===== src/rtl/esm.sv =====
`default_nettype none
// ============================================================================
//  Module      : esm
//  Description : Out-of-order issue stage. Non-zero instructions are captured
//                into an age-ordered buffer of DEPTH entries; every cycle the
//                oldest entry free of RAW/WAW/WAR hazards (against older
//                buffered entries and against the in-flight scoreboard) is
//                issued on Instr_out. An issued register writer keeps its rd
//                busy for LAT cycles.
//  Ports       : Instr_in  [31:0] in  offered instruction, 0 = bubble
//                ALUSrc          in  1 = immediate operand, rs2 not read
//                RegWrite        in  1 = instruction writes rd
//                clk             in  rising-edge clock
//                rst             in  asynchronous active-low reset
//                Instr_out [31:0] out registered issued instruction, 0 = none
//  Revision    : 1.0  initial release
// ============================================================================
module esm #(
    parameter int DEPTH = 8,
    parameter int LAT   = 3
) (
    input  wire logic [31:0] Instr_in,
    input  wire logic        ALUSrc,
    input  wire logic        RegWrite,
    input  wire logic        clk,
    input  wire logic        rst,
    output logic      [31:0] Instr_out
);

    localparam int              c_CW    = $clog2(DEPTH + 1);
    localparam int              c_IW    = (DEPTH > 1) ? $clog2(DEPTH) : 1;
    localparam int              c_BW    = (LAT > 1) ? $clog2(LAT + 1) : 1;
    // A dependent may issue LAT edges after the producer, so the counter is
    // loaded with LAT-1 and readiness is sampled while it is still counting.
    localparam logic [c_BW-1:0] c_LATM1 = c_BW'(LAT - 1);
    localparam logic [c_CW-1:0] c_FULL  = c_CW'(DEPTH);

    // ------------------------------------------------------------------
    // State: entries [0 .. r_cnt-1] are valid, index 0 is the oldest.
    // ------------------------------------------------------------------
    logic [31:0]     r_instr [DEPTH];
    logic [DEPTH-1:0] r_alusrc;
    logic [DEPTH-1:0] r_regwr;
    logic [c_CW-1:0] r_cnt;
    logic [c_BW-1:0] r_busy  [32];
    logic [31:0]     r_out;

    logic [4:0]      w_rd    [DEPTH];
    logic [4:0]      w_rs1   [DEPTH];
    logic [4:0]      w_rs2   [DEPTH];
    logic [DEPTH-1:0] w_valid;
    logic [DEPTH-1:0] w_ready;
    logic [31:0]     w_busy;
    logic            w_issue;
    logic [c_IW-1:0] w_sel;
    logic [31:0]     w_sel_instr;
    logic            w_sel_wr;
    logic            w_cap;
    logic [c_CW-1:0] w_wpos;
    logic [c_CW-1:0] w_nx_cnt;
    logic [31:0]     w_nx_instr [DEPTH];
    logic [DEPTH-1:0] w_nx_alusrc;
    logic [DEPTH-1:0] w_nx_regwr;

    // Field decode and valid mask
    always_comb begin
        for (int i = 0; i < DEPTH; i++) begin
            w_rd[i]    = r_instr[i][11:7];
            w_rs1[i]   = r_instr[i][19:15];
            w_rs2[i]   = r_instr[i][24:20];
            w_valid[i] = (c_CW'(i) < r_cnt);
        end
    end

    // Scoreboard view; x0 is never busy
    always_comb begin
        w_busy = '0;
        for (int r = 1; r < 32; r++) begin
            w_busy[r] = (r_busy[r] != '0);
        end
    end

    // Hazard evaluation. Older entries are exactly the lower indices, all of
    // which are valid whenever entry i is valid.
    always_comb begin
        w_ready = '0;
        for (int i = 0; i < DEPTH; i++) begin
            w_ready[i] = w_valid[i];
            if (w_rs1[i] != 5'd0 && w_busy[w_rs1[i]])
                w_ready[i] = 1'b0;
            if (!r_alusrc[i] && w_rs2[i] != 5'd0 && w_busy[w_rs2[i]])
                w_ready[i] = 1'b0;
            if (r_regwr[i] && w_rd[i] != 5'd0 && w_busy[w_rd[i]])
                w_ready[i] = 1'b0;
            for (int j = 0; j < i; j++) begin
                // older writer: RAW on sources, WAW on rd
                if (r_regwr[j] && w_rd[j] != 5'd0) begin
                    if (w_rd[j] == w_rs1[i])
                        w_ready[i] = 1'b0;
                    if (!r_alusrc[i] && w_rd[j] == w_rs2[i])
                        w_ready[i] = 1'b0;
                    if (r_regwr[i] && w_rd[j] == w_rd[i])
                        w_ready[i] = 1'b0;
                end
                // older reader of our destination: WAR
                if (r_regwr[i] && w_rd[i] != 5'd0) begin
                    if (w_rs1[j] == w_rd[i])
                        w_ready[i] = 1'b0;
                    if (!r_alusrc[j] && w_rs2[j] == w_rd[i])
                        w_ready[i] = 1'b0;
                end
            end
        end
    end

    // Oldest-ready priority select (descending loop lets index 0 win)
    always_comb begin
        w_issue = 1'b0;
        w_sel   = '0;
        for (int i = DEPTH - 1; i >= 0; i--) begin
            if (w_ready[i]) begin
                w_issue = 1'b1;
                w_sel   = c_IW'(i);
            end
        end
        w_sel_instr = '0;
        w_sel_wr    = 1'b0;
        for (int i = 0; i < DEPTH; i++) begin
            if (c_IW'(i) == w_sel) begin
                w_sel_instr = r_instr[i];
                w_sel_wr    = r_regwr[i];
            end
        end
    end

    // Capture: a full buffer still accepts when the same edge frees a slot
    always_comb begin
        w_cap    = (Instr_in != 32'h0) && ((r_cnt != c_FULL) || w_issue);
        w_wpos   = r_cnt - c_CW'(w_issue);
        w_nx_cnt = w_wpos + c_CW'(w_cap);
    end

    // Next buffer contents: close the gap left by the issued entry, then
    // append the captured instruction at the new tail.
    always_comb begin
        for (int i = 0; i < DEPTH; i++) begin
            w_nx_instr[i] = r_instr[i];
        end
        w_nx_alusrc = r_alusrc;
        w_nx_regwr  = r_regwr;
        if (w_issue) begin
            for (int i = 0; i < DEPTH - 1; i++) begin
                if (c_IW'(i) >= w_sel) begin
                    w_nx_instr[i]  = r_instr[i + 1];
                    w_nx_alusrc[i] = r_alusrc[i + 1];
                    w_nx_regwr[i]  = r_regwr[i + 1];
                end
            end
        end
        if (w_cap) begin
            for (int i = 0; i < DEPTH; i++) begin
                if (c_CW'(i) == w_wpos) begin
                    w_nx_instr[i]  = Instr_in;
                    w_nx_alusrc[i] = ALUSrc;
                    w_nx_regwr[i]  = RegWrite;
                end
            end
        end
    end

    always_ff @(posedge clk or negedge rst) begin
        if (!rst) begin
            for (int i = 0; i < DEPTH; i++) begin
                r_instr[i] <= '0;
            end
            r_alusrc <= '0;
            r_regwr  <= '0;
            r_cnt    <= '0;
            for (int r = 0; r < 32; r++) begin
                r_busy[r] <= '0;
            end
            r_out <= '0;
        end else begin
            for (int i = 0; i < DEPTH; i++) begin
                r_instr[i] <= w_nx_instr[i];
            end
            r_alusrc <= w_nx_alusrc;
            r_regwr  <= w_nx_regwr;
            r_cnt    <= w_nx_cnt;
            for (int r = 1; r < 32; r++) begin
                if (w_issue && w_sel_wr && w_sel_instr[11:7] == 5'(r))
                    r_busy[r] <= c_LATM1;
                else if (r_busy[r] != '0)
                    r_busy[r] <= r_busy[r] - 1'b1;
            end
            r_out <= w_issue ? w_sel_instr : 32'h0;
        end
    end

    assign Instr_out = r_out;

endmodule
`default_nettype wire


===== config.mk =====
export PLATFORM = sky130hd
export DESIGN_NAME = esm
export DESIGN_NICKNAME = d
export VERILOG_FILES = /design/src/rtl/esm.sv
export SDC_FILE = /design/constraint.sdc
export NUM_CORES = 2
export LEC_CHECK = 0
export CORE_ASPECT_RATIO = 2
export CORE_MARGIN = 2
export CORE_UTILIZATION = 45
export CTS_CLUSTER_DIAMETER = 30
export DETAILED_ROUTE_END_ITERATION = 6
export GPL_TIMING_DRIVEN = 0
export SLEW_MARGIN = 20
export SYNTH_ARGS = -nofsm -noshare
export SYNTH_HDL_FRONTEND = slang
export SYNTH_SLANG_ARGS = --single-unit

===== constraint.sdc =====
create_clock -name clk -period 5.56 [get_ports clk]
set_input_delay 0.834 -clock clk [delete_from_list [all_inputs] [get_ports clk]]
set_output_delay 0.834 -clock clk [all_outputs]
set_load 0.02 [all_outputs]

==> results of run 1 <==
[cell usage after synthesis (24+ instances only)]
cell | n | area share, %
a21oi_1 | 218 | 3.1
a222oi_1 | 24 | 0.68
a31oi_1 | 49 | 0.87
buf_1 | 46 | 0.49
buf_2 | 203 | 2.9
buf_4 | 42 | 0.89
clkbuf_1 | 213 | 2.3
dfrtp_1 | 370 | 26
ha_1 | 35 | 1.2
inv_1 | 83 | 0.88
mux2_2 | 74 | 2.4
mux2i_1 | 334 | 9.5
mux4_2 | 152 | 9.7
nand2_1 | 213 | 2.3
nand2b_1 | 27 | 0.48
nand3_1 | 94 | 1.3
nand4_1 | 57 | 1.0
nor2_1 | 215 | 2.3
nor3_1 | 98 | 1.4
nor4_1 | 58 | 1.0
o21ai_0 | 184 | 2.6
o22ai_1 | 32 | 0.57
or3_1 | 24 | 0.43
xnor2_1 | 361 | 9.0
xor2_1 | 373 | 9.3
[metal layers]
layer / GRT overflow / global-route usage (%)
met5: 2 / 23.8
met4: 482 / 75.3
met3: 39 / 56.4
met2: 874 / 95.6
met1: 11 / 76.4
[timing repair]
| action | in CTS |
|---|---|
| pin swaps | 23 |
| hold endpoints to repair | 16 |
| buffers inserted | 20 |
| resized for setup | 622 |
| endpoints found under the setup margin | 370 |
| hold buffers | 1 |
[metrics by stage]
stage / TNS (ps) / hold WS, ps / area (um2) / utilization, % / setup slack [ps]
after global placement: -6039920 / 467 / 36900 / 47.4 / -13160
after CTS: -40.8 / 493 / 41500 / 53.3 / -11.9
after detailed placement: -983560 / 481 / 37100 / 47.7 / -3860
after floorplan: 0 / 456 / 35200 / - / 396
[logic make-up after synthesis]
group / Yosys count
mux: 562
xor+xnor: 734
simple gates: 906
fa+ha+maj: 35
flops: 370
compound gates: 677
buf+inv: 600
==> results.sh, run 1 <==
export IMPL_status="did not finish"
export IMPL_h_tree_depth=2
export IMPL_yosys_warnings=0
export IMPL_io_pins=68
export IMPL_synth_area_mm2=0.0352
export IMPL_synth_mux_area_share_pct=21.7
export IMPL_yosys_area_share_adder_pct=1.24
export IMPL_ys_ff_latch=370
export IMPL_cts_buffers=59
export IMPL_synth_area_per_cell_um2=9.07
export IMPL_synthFlopType="dfrtp_1"
export IMPL_synth_compound_area_share_pct=12.0
export IMPL_yosysUniqueCellTypes=92
export IMPL_error_message="[ERROR GRT-0116] Global routing finished with congestion. Check the congestion regions in the DRC Viewer."
export IMPL_die_x_um=202
export IMPL_yosysSeqAreaShare_pct=26.3
export IMPL_cts_root_buf="clkbuf_16"
export IMPL_cts_path_max_buffers=3
export IMPL_start_util_pct=45.3
export IMPL_grt_max_degree=97
export IMPL_dieHeight_um=400
export IMPL_finalWeightedCongestion=1.17
export IMPL_synth_nets=3955
export IMPL_syn_inst=3884
export IMPL_overflow=1408
export IMPL_stop_stage="global routing"
export IMPL_synth_edf_count=0
export IMPL_grt_first_pass_wirelength_um=441000
export IMPL_synth_simple_area_share_pct=12.7
export IMPL_grt_use_total_pct=75.9
export IMPL_synth_top_family_by_area="multiplexers"
export IMPL_synth_xor_area_share_pct=18.2
export IMPL_port_buffer_count=33
export IMPL_cts_sinks=370
export IMPL_post_place_cells=4958
export IMPL_grt_pass1_vias=44500
export IMPL_hpwl_um=188000
export IMPL_ys_async_sr_fraction_pct=100
export IMPL_row_count=145
==> inputs of run 2 (changes only) <==
--- a/config.mk
+++ b/config.mk
@@ -5,12 +5,11 @@
 export SDC_FILE = /design/constraint.sdc
 export NUM_CORES = 2
 export LEC_CHECK = 0
-export CORE_ASPECT_RATIO = 2
 export CORE_MARGIN = 2
-export CORE_UTILIZATION = 45
-export CTS_CLUSTER_DIAMETER = 30
+export CORE_UTILIZATION = 30
 export DETAILED_ROUTE_END_ITERATION = 6
 export GPL_TIMING_DRIVEN = 0
+export PLACE_DENSITY_LB_ADDON = 0.15
 export SLEW_MARGIN = 20
 export SYNTH_ARGS = -nofsm -noshare
 export SYNTH_HDL_FRONTEND = slang
==> constraint.sdc (replaced) <==
create_clock -name clk -period 7.2 [get_ports clk]
set_input_delay 1.08 -clock clk [delete_from_list [all_inputs] [get_ports clk]]
set_output_delay 1.08 -clock clk [all_outputs]
set_load 0.02 [all_outputs]
==> run 2 against run 1 <==
  * Synthesized cell count unchanged
  * The flow now finishes, with violations (DRC, setup timing)
  * Area after synthesis unchanged
==> results.sh, run 2 <==
export IMPL_syn_inst=3884
export IMPL_die_x_um=347
export IMPL_yosys_area_share_adder_pct=1.24
export IMPL_critical_path_class="reg2reg"
export IMPL_port_buffer_count=33
export IMPL_area_growth_pct=13.2
export IMPL_yosys_area_top_type="dfrtp_1"
export IMPL_antenna_left=0
export IMPL_drc=4
export IMPL_maxCapViolCount=0
export IMPL_worstPathArrival_ps=7800
export IMPL_synth_top_area_share_pct=26.3
export IMPL_ys_async_sr_fraction_pct=100
export IMPL_antenna_found_initial=20
export IMPL_final_cells=5558
export IMPL_synthFlopType="dfrtp_1"
export IMPL_post_place_cells=5451
export IMPL_utilization_pct=34.3
export IMPL_cts_hold_buf=0
export IMPL_finalCriticalPeriod_ps=7300
export IMPL_grt_max_degree=75
export IMPL_worstPathMaxFanout=10
export IMPL_required_ps=7710
export IMPL_synth_common_cells="xor2_1, dfrtp_1, xnor2_1"
export IMPL_clkTransAtPathRegs_ps=70
export IMPL_dr_pass1_iters=7
export IMPL_dieHeight_um=347
export IMPL_rsz0062_at_grt="false"
export IMPL_start_util_pct=30.3
export IMPL_finalSetupViolCount=3
export IMPL_synth_top_family_by_area="multiplexers"
export IMPL_overflow=0
export IMPL_endpoint_kind="flop"
export IMPL_via_count=35500
export IMPL_finalWeightedCongestion=1.06
export IMPL_wl_per_cell_um=43.0
export IMPL_ys_ff_latch=370
export IMPL_yosys_warnings=0
export IMPL_row_count=125
export IMPL_synth_area_mm2=0.0352
export IMPL_clk_latency_ps=710
export IMPL_die_area_mm2=0.120
export IMPL_r2r_setup_slack_ps=-100
export IMPL_seq_area_mm2=0.00926
export IMPL_synth_nets=3955
export IMPL_synth_most_common_cell="xor2_1"
export IMPL_cp_start_kind="flop"
export IMPL_yosysSeqAreaShare_pct=26.3
export IMPL_h_tree_depth=2
export IMPL_dr_first_iter_drc_count=5498
export IMPL_synth_area_per_cell_um2=9.07
export IMPL_yosysUniqueCellTypes=92
export IMPL_most_common_layout_cells="xor2_1, dfrtp_1, xnor2_1"
export IMPL_finClkSkew_ps=79.8
export IMPL_wl_um=239000
export IMPL_grt_first_pass_wirelength_um=314000
export IMPL_slew_headroom_pct=16.1
export IMPL_cts_sinks=370
export IMPL_regMostFlops="r_instr"
export IMPL_fmax_ghz=0.137
export IMPL_cts_path_max_buffers=3
export IMPL_synth_mux_area_share_pct=21.7
export IMPL_synth_area_leaders="dfrtp_1, mux4_2, mux2i_1"
export IMPL_io_pins=68
export IMPL_synth_xor_area_share_pct=18.2
export IMPL_hold_viol_final=0
export IMPL_finalMaxSlewViolations=0
export IMPL_synth_simple_area_share_pct=12.7
export IMPL_hpwl_um=175000
export IMPL_grt_use_total_pct=38.6
export IMPL_cts_tree="yes"
export IMPL_failed_checks="DRC, setup timing"
export IMPL_largest_reg_flops=256
export IMPL_nNetsFinal=4051
export IMPL_core_area_mm2=0.116
export IMPL_nFillCells=12200
export IMPL_multi_input_area_mm2=0.0235
export IMPL_drive_gt1_share_pct=18.7
export IMPL_cts_buffers=49
export IMPL_final_common_cell="xor2_1"
export IMPL_synth_compound_area_share_pct=12.0
export IMPL_finalCritPeriodShare_pct=101
export IMPL_layout_setup_ws_ps=-95.1
export IMPL_synth_edf_count=0
export IMPL_via_per_inst=6.39
export IMPL_status="finished, violations left"
export IMPL_hp_class="in2async"
export IMPL_worst_slew_pin_slew_ps=1260
export IMPL_cts_root_buf="clkbuf_16"
export IMPL_grt_pass1_vias=33300
[run 2: cell counts after synthesis]
Identical to the previous run, type by type.
[run 2: final timing paths]
check,start,to,cells after the start
setup / recovery,r_instr[81],r_instr[209],23
hold / removal,rst,Instr_out[7],1
setup reg to reg,r_instr[81],r_instr[209],23
hold reg to reg,r_busy[17],r_busy[17],2
max in group asynchronous,rst,r_instr[155],5
min in group clk,r_busy[17],r_busy[17],2
[run 2: worst max-delay path, stage by stage, from the launching register on]
cell	delay (ps)
dfrtp_1	870
clkbuf_2	660
mux2i_1	260
nand4_1	330
a21oi_1	620
nor4_1	140
nand4bb_1	140
buf_4	170
and2_1	140
clkbuf_1	260
nand2_1	160
nor2_4	260
inv_4	170
ha_1	230
ha_1	170
clkbuf_1	180
nor3_1	210
a21oi_1	60
o22a_1	260
nor4_2	140
buf_4	220
clkbuf_1	840
nand2_1	110
o21ai_0	420
[run 2: metal layers]
layer | vias up | global-route usage, % | share of wire [%]
met4 | 6 | 26.2 | 7.9
met1 | 18100 | 50.1 | 39
met3 | 706 | 11.9 | 12
met5 | - | 0.520 | 0.046
met2 | 2819 | 54.5 | 41
li1 | 13900 | - | -
[run 2: metrics by stage]
stage | hold WS, ps | instance area, um2 | setup TNS [ps] | worst slack (ps)
floorplan | 456 | 35200 | 0 | 2040
global placement | 470 | 37500 | -5490550 | -13510
detailed placement | 476 | 37800 | -330030 | -2030
CTS | 369 | 39700 | 0 | 1.08
global route | 386 | 39800 | 0 | 1.75
finish | 358 | 39900 | -158 | -95.1
[run 2: kinds of logic after synthesis]
family                   Yosys count
AO/OA/AOI/OAI                    677
XOR/XNOR                         734
multiplexers                     562
buffers and inverters            600
adder cells (fa/ha/maj)           35
AND/OR/NAND/NOR                  906
flip-flops                       370
[run 2: cell type report]
class	count	area share, %
clock buffer	67	3.44
timing repair buffer	49	1.42
antenna	17	0.107
inverter	84	0.797
sequential	370	23.2
buffer	512	6.59
multi-input combinational	2914	58.9
tap	1524	4.78
clock inverter	21	0.712
[run 2: timing repair]
action / 4_1_cts / 5_1_grt
setup buffers: 4 / 2
endpoints found under the setup margin: 336 / 181
resized for setup: 121 / 52
pin swaps: 3 / 4
Power of run 2 is not shown: default switching activity piles up to over one toggle a cycle in this logic, so the estimate is an artifact.
